## src/rtl/inst_mem_loader_pkg.sv

```systemverilog
// Shared definitions for the instruction-memory loader: FSM encoding,
// word geometry and the default target memory size.
package inst_mem_loader_pkg;

    typedef enum logic [2:0] {
        IDLE      = 3'd0,
        WAIT_WORD = 3'd1,
        WRITE     = 3'd2,
        DONE      = 3'd3,
        ERR       = 3'd4
    } state_e;

    localparam int BYTES_PER_WORD    = 4;
    localparam int DEFAULT_MEM_DEPTH = 256;

endpackage

```

## src/rtl/byte_serializer.sv

```systemverilog
// Holds one 32-bit word and presents it as BYTES_PER_WORD ordered byte
// strobes, most significant byte first, one per cycle after a load.
module byte_serializer
    import inst_mem_loader_pkg::*;
(
    input  logic        clk,
    input  logic        rst,
    input  logic        load_i,
    input  logic [31:0] word_i,
    output logic        byteValid_o,
    output logic [7:0]  byteData_o,
    output logic [1:0]  byteOffset_o,
    output logic        lastByte_o
);

    localparam logic [1:0] LAST_LANE = 2'(BYTES_PER_WORD - 1);

    logic [31:0] word_q;
    logic [1:0]  count_q;
    logic        active_q;

    always_ff @(posedge clk) begin
        if (rst) begin
            word_q   <= '0;
            count_q  <= '0;
            active_q <= 1'b0;
        end else if (load_i) begin
            word_q   <= word_i;
            count_q  <= '0;
            active_q <= 1'b1;
        end else if (active_q) begin
            count_q <= count_q + 2'd1;
            if (count_q == LAST_LANE) begin
                active_q <= 1'b0;
            end
        end
    end

    // Lane 0 is the top byte so memory ends up holding the word big-endian.
    always_comb begin
        byteValid_o  = active_q;
        byteOffset_o = count_q;
        lastByte_o   = active_q && (count_q == LAST_LANE);
        case (count_q)
            2'd0:    byteData_o = word_q[31:24];
            2'd1:    byteData_o = word_q[23:16];
            2'd2:    byteData_o = word_q[15:8];
            default: byteData_o = word_q[7:0];
        endcase
    end

endmodule

```

## src/rtl/inst_mem_loader.sv

```systemverilog
// Streams 32-bit instruction words into a byte-wide instruction memory,
// four byte writes per word, with bounds checking against MEM_DEPTH.
module inst_mem_loader
    import inst_mem_loader_pkg::*;
#(
    parameter int MEM_DEPTH = DEFAULT_MEM_DEPTH,
    parameter int COUNT_W   = 16
) (
    input  logic               clk,
    input  logic               rst,
    input  logic               start,
    input  logic [31:0]        baseAddress,
    input  logic               wordValid,
    input  logic [31:0]        wordData,
    input  logic               lastWord,
    output logic               wordReady,
    output logic               memWriteEnable,
    output logic [31:0]        memWriteAddress,
    output logic [7:0]         memWriteData,
    output logic               busy,
    output logic               done,
    output logic               error,
    output logic [COUNT_W-1:0] wordCount
);

    state_e             state_q, state_d;
    logic [31:0]        ptr_q, ptr_d;
    logic [COUNT_W-1:0] count_q, count_d;
    logic               last_q, last_d;

    logic        transfer;
    logic        overflow;
    logic        serLoad;
    logic        byteValid;
    logic        lastByte;
    logic [7:0]  byteData;
    logic [1:0]  byteOffset;
    logic [32:0] lastByteAddr;

    // 33-bit sum so a pointer near 2^32 is flagged instead of wrapping.
    assign lastByteAddr = {1'b0, ptr_q} + 33'(BYTES_PER_WORD - 1);
    assign overflow     = lastByteAddr > 33'(MEM_DEPTH - 1);
    assign transfer     = (state_q == WAIT_WORD) && wordValid;
    assign serLoad      = transfer && !overflow;

    byte_serializer u_serializer (
        .clk         (clk),
        .rst         (rst),
        .load_i      (serLoad),
        .word_i      (wordData),
        .byteValid_o (byteValid),
        .byteData_o  (byteData),
        .byteOffset_o(byteOffset),
        .lastByte_o  (lastByte)
    );

    always_ff @(posedge clk) begin
        if (rst) begin
            state_q <= IDLE;
            ptr_q   <= '0;
            count_q <= '0;
            last_q  <= 1'b0;
        end else begin
            state_q <= state_d;
            ptr_q   <= ptr_d;
            count_q <= count_d;
            last_q  <= last_d;
        end
    end

    always_comb begin
        state_d = state_q;
        ptr_d   = ptr_q;
        count_d = count_q;
        last_d  = last_q;
        case (state_q)
            IDLE, DONE, ERR: begin
                if (start) begin
                    state_d = WAIT_WORD;
                    ptr_d   = baseAddress;
                    count_d = '0;
                end
            end
            WAIT_WORD: begin
                if (transfer) begin
                    last_d  = lastWord;
                    state_d = overflow ? ERR : WRITE;
                end
            end
            WRITE: begin
                if (lastByte) begin
                    ptr_d   = ptr_q + 32'(BYTES_PER_WORD);
                    if (count_q != '1) begin
                        count_d = count_q + {{(COUNT_W-1){1'b0}}, 1'b1};
                    end
                    state_d = last_q ? DONE : WAIT_WORD;
                end
            end
            default: state_d = IDLE;
        endcase
    end

    always_comb begin
        wordReady       = (state_q == WAIT_WORD);
        busy            = (state_q == WAIT_WORD) || (state_q == WRITE);
        done            = (state_q == DONE);
        error           = (state_q == ERR);
        wordCount       = count_q;
        memWriteEnable  = (state_q == WRITE) && byteValid;
        memWriteAddress = '0;
        memWriteData    = '0;
        if (memWriteEnable) begin
            memWriteAddress = ptr_q + {30'd0, byteOffset};
            memWriteData    = byteData;
        end
    end

endmodule

```

## config.mk

```make
export PLATFORM = sky130hd
export DESIGN_NAME = inst_mem_loader
export DESIGN_NICKNAME = d
export VERILOG_FILES = /design/src/rtl/inst_mem_loader_pkg.sv /design/src/rtl/byte_serializer.sv /design/src/rtl/inst_mem_loader.sv
export SDC_FILE = /design/constraint.sdc
export NUM_CORES = 1
export LEC_CHECK = 0
export BUFFER_PORTS_ARGS = -buffer_cell sky130_fd_sc_hd__buf_2
export CAP_MARGIN = 20
export CORE_ASPECT_RATIO = 1.1
export CORE_MARGIN = 1.5
export CORE_UTILIZATION = 45
export DETAILED_ROUTE_END_ITERATION = 16
export PLACE_DENSITY = 0.66
export SETUP_SLACK_MARGIN = 0.2
export SLEW_MARGIN = 0
export SYNTH_ARGS = -nofsm -noshare
export SYNTH_HDL_FRONTEND = slang
export SYNTH_SLANG_ARGS = --single-unit
```

## constraint.sdc

```tcl
create_clock -name clk -period 2.45 [get_ports clk]
set_clock_uncertainty 0.15 [all_clocks]
set_input_delay 0.1225 -clock clk [delete_from_list [all_inputs] [get_ports clk]]
set_output_delay 0.1225 -clock clk [all_outputs]
set_load 0.01 [all_outputs]
```

After elaboration in Yosys (flattened, before gate mapping)
Cells that the tools add are included.
{"block": "word_totals", "word_cells": 59, "output_inout_bits": 61, "input_bits": 69, "ff_bits": 87}
{"block": "op_classes", "addsub": 5, "n_lt_le_gt_ge": 1, "n_reduce_logical": 15, "n_eq_ne": 12, "muxes": 19}
{"cell": "32-bit 2-to-1 mux", "count": 3}
{"cell": "32-bit one-hot mux with 2 select lines", "count": 1}
{"cell": "16-bit 2-to-1 mux", "count": 3}
{"cell": "32-bit by 2-bit adder with 33-bit output (second input constant)", "count": 1}
{"cell": "33-bit by 8-bit greater-than comparator with 1-bit output (second input constant)", "count": 1}
{"cell": "32-bit by 2-bit adder with 32-bit output", "count": 1}
{"cell": "32-bit by 3-bit adder with 32-bit output (second input constant)", "count": 1}
{"cell": "16-bit one-hot mux with 2 select lines", "count": 1}
{"cell": "8-bit one-hot mux with 3 select lines", "count": 1}
{"cell": "16-bit by 1-bit adder with 16-bit output (second input constant)", "count": 1}
{"cell": "16-bit inequality test (second input constant)", "count": 1}
{"cell": "3-bit 2-to-1 mux", "count": 4}
{"cell": "3-bit one-hot mux with 3 select lines", "count": 1}
{"cell": "8-bit 2-to-1 mux", "count": 1}
{"cell": "3-bit by 2-bit == test with 1-bit output (second input constant)", "count": 2}
{"cell": "2-bit inequality test (second input constant)", "count": 3}
{"cell": "3-bit AND reduction", "count": 2}
{"cell": "2-bit == test (second input constant)", "count": 2}
{"cell": "1-bit logical AND", "count": 4}
{"cell": "4-bit AND reduction", "count": 1}
{"cell": "3-bit by 1-bit == test with 1-bit output (second input constant)", "count": 1}
{"cell": "3-bit == test (second input constant)", "count": 1}
{"cell": "3-bit zero test", "count": 1}
{"cell": "1-bit 2-to-1 mux", "count": 3}
{"cell": "other kinds (11)", "count": 11}

Longest topological paths before layout
{"block": "depth", "ltp_word": 5, "ltp_mapped": 11, "mapped_depth_nobuf": 9}

Cells and area by module
From an unflattened synthesis, not the netlist that was laid out.
{"block": "unflattened", "cells_unflattened": 799, "hier_area_um2": 6087.1}
{"module": "inst_mem_loader", "seq_area_each_um2": 1041.0, "n_inst": 1, "cells_each": 650, "area_per_inst_um2": 4524.3}
{"module": "byte_serializer", "seq_area_each_um2": 700.7, "n_inst": 1, "cells_each": 149, "area_per_inst_um2": 1562.7}

Worst setup path before layout
OpenSTA, ideal clock, no wires.
{"block": "synth_path", "path_kind": "reg-to-reg", "start": "reg ptr_q[1]", "end": "reg u_serializer.word_q[10]", "stages_incl_launch_ff": 12, "n_path_buf": 2, "setup_time_ns": 0.072, "period_less_slack_ns": 2.724, "t_required_ns": 2.228, "path_slack_ns": -0.274, "t_arrival_ns": 2.503, "path_cell_list": "dfxtp_1 inv_1 ha_1 nand3b_1 nor3_1 and3_1 a31o_2 nand4_1 nor4_2 buf_6 buf_12 mux2i_1"}
{"block": "synth_between", "elab_chain_len": 4}
{"item": "start, declared", "line_no": "inst_mem_loader.sv:27", "rtl": "logic [31:0] ptr_q, ptr_d;"}
{"item": "start signal, assigned", "line_no": "inst_mem_loader.sv:65", "rtl": "ptr_q <= ptr_d;"}
{"item": "32-bit by 2-bit adder with 33-bit output", "line_no": "inst_mem_loader.sv:41", "rtl": "assign lastByteAddr = {1'b0, ptr_q} + 33'(BYTES_PER_WORD - 1);"}
{"item": "33-bit by 8-bit greater-than comparator with 1-bit output", "line_no": "inst_mem_loader.sv:42", "rtl": "assign overflow = lastByteAddr > 33'(MEM_DEPTH - 1);"}
{"item": "1-bit zero test", "line_no": "inst_mem_loader.sv:44", "rtl": "assign serLoad = transfer && !overflow;"}
{"item": "1-bit logical AND", "line_no": "inst_mem_loader.sv:44"}
{"item": "end signal, assigned", "line_no": "byte_serializer.sv:28", "rtl": "word_q <= word_i;"}
{"item": "end, declared", "line_no": "byte_serializer.sv:18", "rtl": "logic [31:0] word_q;"}
No other way between the ends.
A chain may end at the register's enable or synchronous reset.

Worst setup path in the final report
{"block": "layout_path", "start": "reg ptr_q[3]", "end": "reg u_serializer.word_q[13]"}
The elaborated chain is that of the path after synthesis.

==> flow_summary.toml <==
[run_status]
run_status = "finished with violations"
violations = "setup timing"

[clocking]
cts_made_buffers = 9
cts.clk_slew.worst_paths_ps = 80
clkSinkCount = 87
htreeDepth = 3
cts_root_buffer = "clkbuf_16"
clockBufferDepth = 2
clkLatencyLatePin_ps = 370
cts_tree = "yes"

[timing]
min_period_ps = 3139
finalWorstSetupSlack_ps = -688.9
worst_pin_slew_ps = 928.7
rsz0062_at_grt = "yes"
hold_violations = 0
setup_viol = 50
drv_slew = 0
finalCritPeriodShare = 1.281
relSlewSlack = 0.3809
tns_ps = -15420
clock.fmax_mhz = 318.6

[global_routing]
grt_overflow = 0
grt_max_degree = 86
track_usage = 0.3150
grt_antenna_before_repair = 1
grt_pass1_wl_um = 35860
grt_pass1_vias = 7039

[critical_path]
r2r-start = "ptr_q[3]"
worst-endpoint-required_ps = 2530
cp_num_buf_inv = 3
path_max_fanout = 7
startpoint = "ptr_q[3]"
crit_top_cell = "nor4_4"
crit_slowest_cell = "mux2i_1"
crit_family = "simple AND/OR/NAND/NOR gates"
slowest_delay_ps = 410
path_cells = "ha_4, nand3_4, buf_12, nor4_4, nand3_1, o21ai_2, o2111ai_2, nor4_4, buf_6, clkbuf_16, mux2i_1"
critical_path_class = "flop to flop"
crit_arrival_ps = 3220
cp-start-kind = "flop"
critPathCaptureType = "flop"

[die]
rows = 44
initial_core_util = 0.4647
die_height_um = 125.8
dieArea_um2 = 14410
num_io_pins = 130
coreArea_um2 = 13270
die_w_um = 114.6

[yosys]
synthTopCellsByArea = "dfxtp_1, nor2_1, nand2b_1"
netlist_instances = 802
synth_common_cells = "nor2_1, dfxtp_1, nand2b_1"
ys.flop_type = "dfxtp_1"
syn_area_um2 = 6166
synth_area_per_cell_um2 = 7.688
yosys.area.top_type_share = 0.2825
synth_nets = 882
synth_edf_count = 0
yosys_warnings = 0
synthArstFlopShare = 0
synth_cell_types = 67
synth_top_area_cell = "dfxtp_1"
ys_seq_area_frac = 0.2825
yosysMostFrequentCell = "nor2_1"
synth-seq-cells = 87

[layout]
drive_gt1_frac = 0.4582
area_growth_pct = 73.11
final_area_um2 = 10670
fillers = 781
fin_nets = 1247

[detailed_routing]
drt-total-wl_um = 27320
drtIter0Drc = 864
via_count = 7892
dr.pass1.iters = 6
vias_per_cell = 5.816
remaining_drc_errors = 0
wl_per_cell_um = 20.13
drt.antenna.violating_nets = 0

[min_path]
min_path_type = "input pin to flop"
worstHoldStart = "baseAddress[28]"

[place]
postPlaceCellArea_um2 = 8009
routabilityCongestion = 0.9328
port_buffers = 129
hpwl_um = 14530

[pwr]
peakVddDrop_v = 0.0002755
power.leakage_nw = 4.561
power_density_nw_per_um2 = 384.3

[flow_run]
cap_violations = 0
## sequential cells by signal, indices dropped and copies added (netlist names)
register / flops
ptr_q: 32
u_serializer.byteOffset_o: 2
state_q: 3
u_serializer.word_q: 32
wordCount: 16
last_q: 1
u_serializer.byteValid_o: 1
## cells by family (layout without fill, tap and decap cells)
| logic type | Yosys count | in the layout | synth area share |
|---|---|---|---|
| compound gates | 137 | 137 | 0.1506 |
| xor+xnor | 58 | 58 | 0.08239 |
| fa+ha+maj | 11 | 11 | 0.02354 |
| buf+inv | 84 | 454 | 0.07082 |
| flops | 87 | 87 | 0.2825 |
| mux | 36 | 36 | 0.05844 |
| other cells | 0 | 1 | 0 |
| simple gates | 389 | 389 | 0.3318 |
## worst min-delay path, cell delays in order
cell and delay (ps):
buf_2 80, a21oi_1 50, a21oi_1 110, a21oi_1 50, nor2_1 70
## per-stage QoR
step	total power, mW	setup WS [ps]	hold slack [ps]	utilization	cells
2_1_floorplan	1.960	-94.66	98.10	-	802
3_3_place_gp	2.278	-400.1	216.5	0.6036	1193
3_5_place_dp	2.281	-472.3	215.1	0.6036	1193
4_1_cts	3.951	-314.6	0.7052	0.7498	1321
5_1_grt	4.194	-772.6	26.90	0.8045	1357
6_report	4.102	-688.9	6.224	0.8045	1357
## worst paths after layout
path                            slack [ps]                       to  cells after the start
worst max-delay path                  -690  u_serializer.word_q[13]                     11
worst max register to register        -690  u_serializer.word_q[13]                     11
worst min-delay path                     6                ptr_q[28]                      5
worst min register to register         350  u_serializer.word_q[27]                      2
## report_power, final
part           internal (mW)  leakage [nW]  switching [mW]
clock                  0.896         0.160           0.677
sequential              1.46         0.723          0.0661
combinational          0.511          3.68           0.489
total                   2.87          4.56            1.23
## placed cells by master, fill, tap and decap left out, types with 11 or more instances in the layout
master,instances
xor2_1,28
nand2b_1,66
inv_1,11
nor3_1,12
clkbuf_16,13
buf_2,127
o21ai_0,19
mux2i_1,35
dlygate4sd3_1,62
nand2_1,52
buf_6,56
dfxtp_1,57
nor2_1,101
dfxtp_4,13
xnor2_1,26
a21oi_1,43
buf_4,164
dfxtp_2,17
nand4_1,22
a222oi_1,11
nand3_1,25
## metal layers
layer | wire length, um | vias up | share of wire | global-route usage
met4 | 1634 | 0 | 0.060 | 0.1529
li1 | - | 3565 | - | -
met5 | 0 | - | 0 | 0
met2 | 13220 | 464 | 0.48 | 0.5435
met3 | 2144 | 145 | 0.078 | 0.04042
met1 | 10330 | 3718 | 0.38 | 0.3844
## final cells by class
class / count / area (um2) / area share
timing repair buffer: 423 / 3431 / 0.3214
multi-input combinational: 631 / 4808 / 0.4505
sequential: 87 / 1812 / 0.1697
clock buffer: 12 / 267.8 / 0.02508
clock inverter: 4 / 58.81 / 0.005509
antenna: 1 / 2.502 / 0.0002344
tap: 184 / 230.2 / 0.02157
inverter: 15 / 63.81 / 0.005978
## what timing repair did
item                                    4_1_cts  5_1_grt
pin swaps                                    47       59
endpoints found under the hold margin        61        0
hold buffers                                 62        0
endpoints found under the setup margin      107      100
cloned                                        3        3
resized for setup                           142       93
buffers inserted                             47       32
Note: power is estimated with default switching activity, not from simulation.
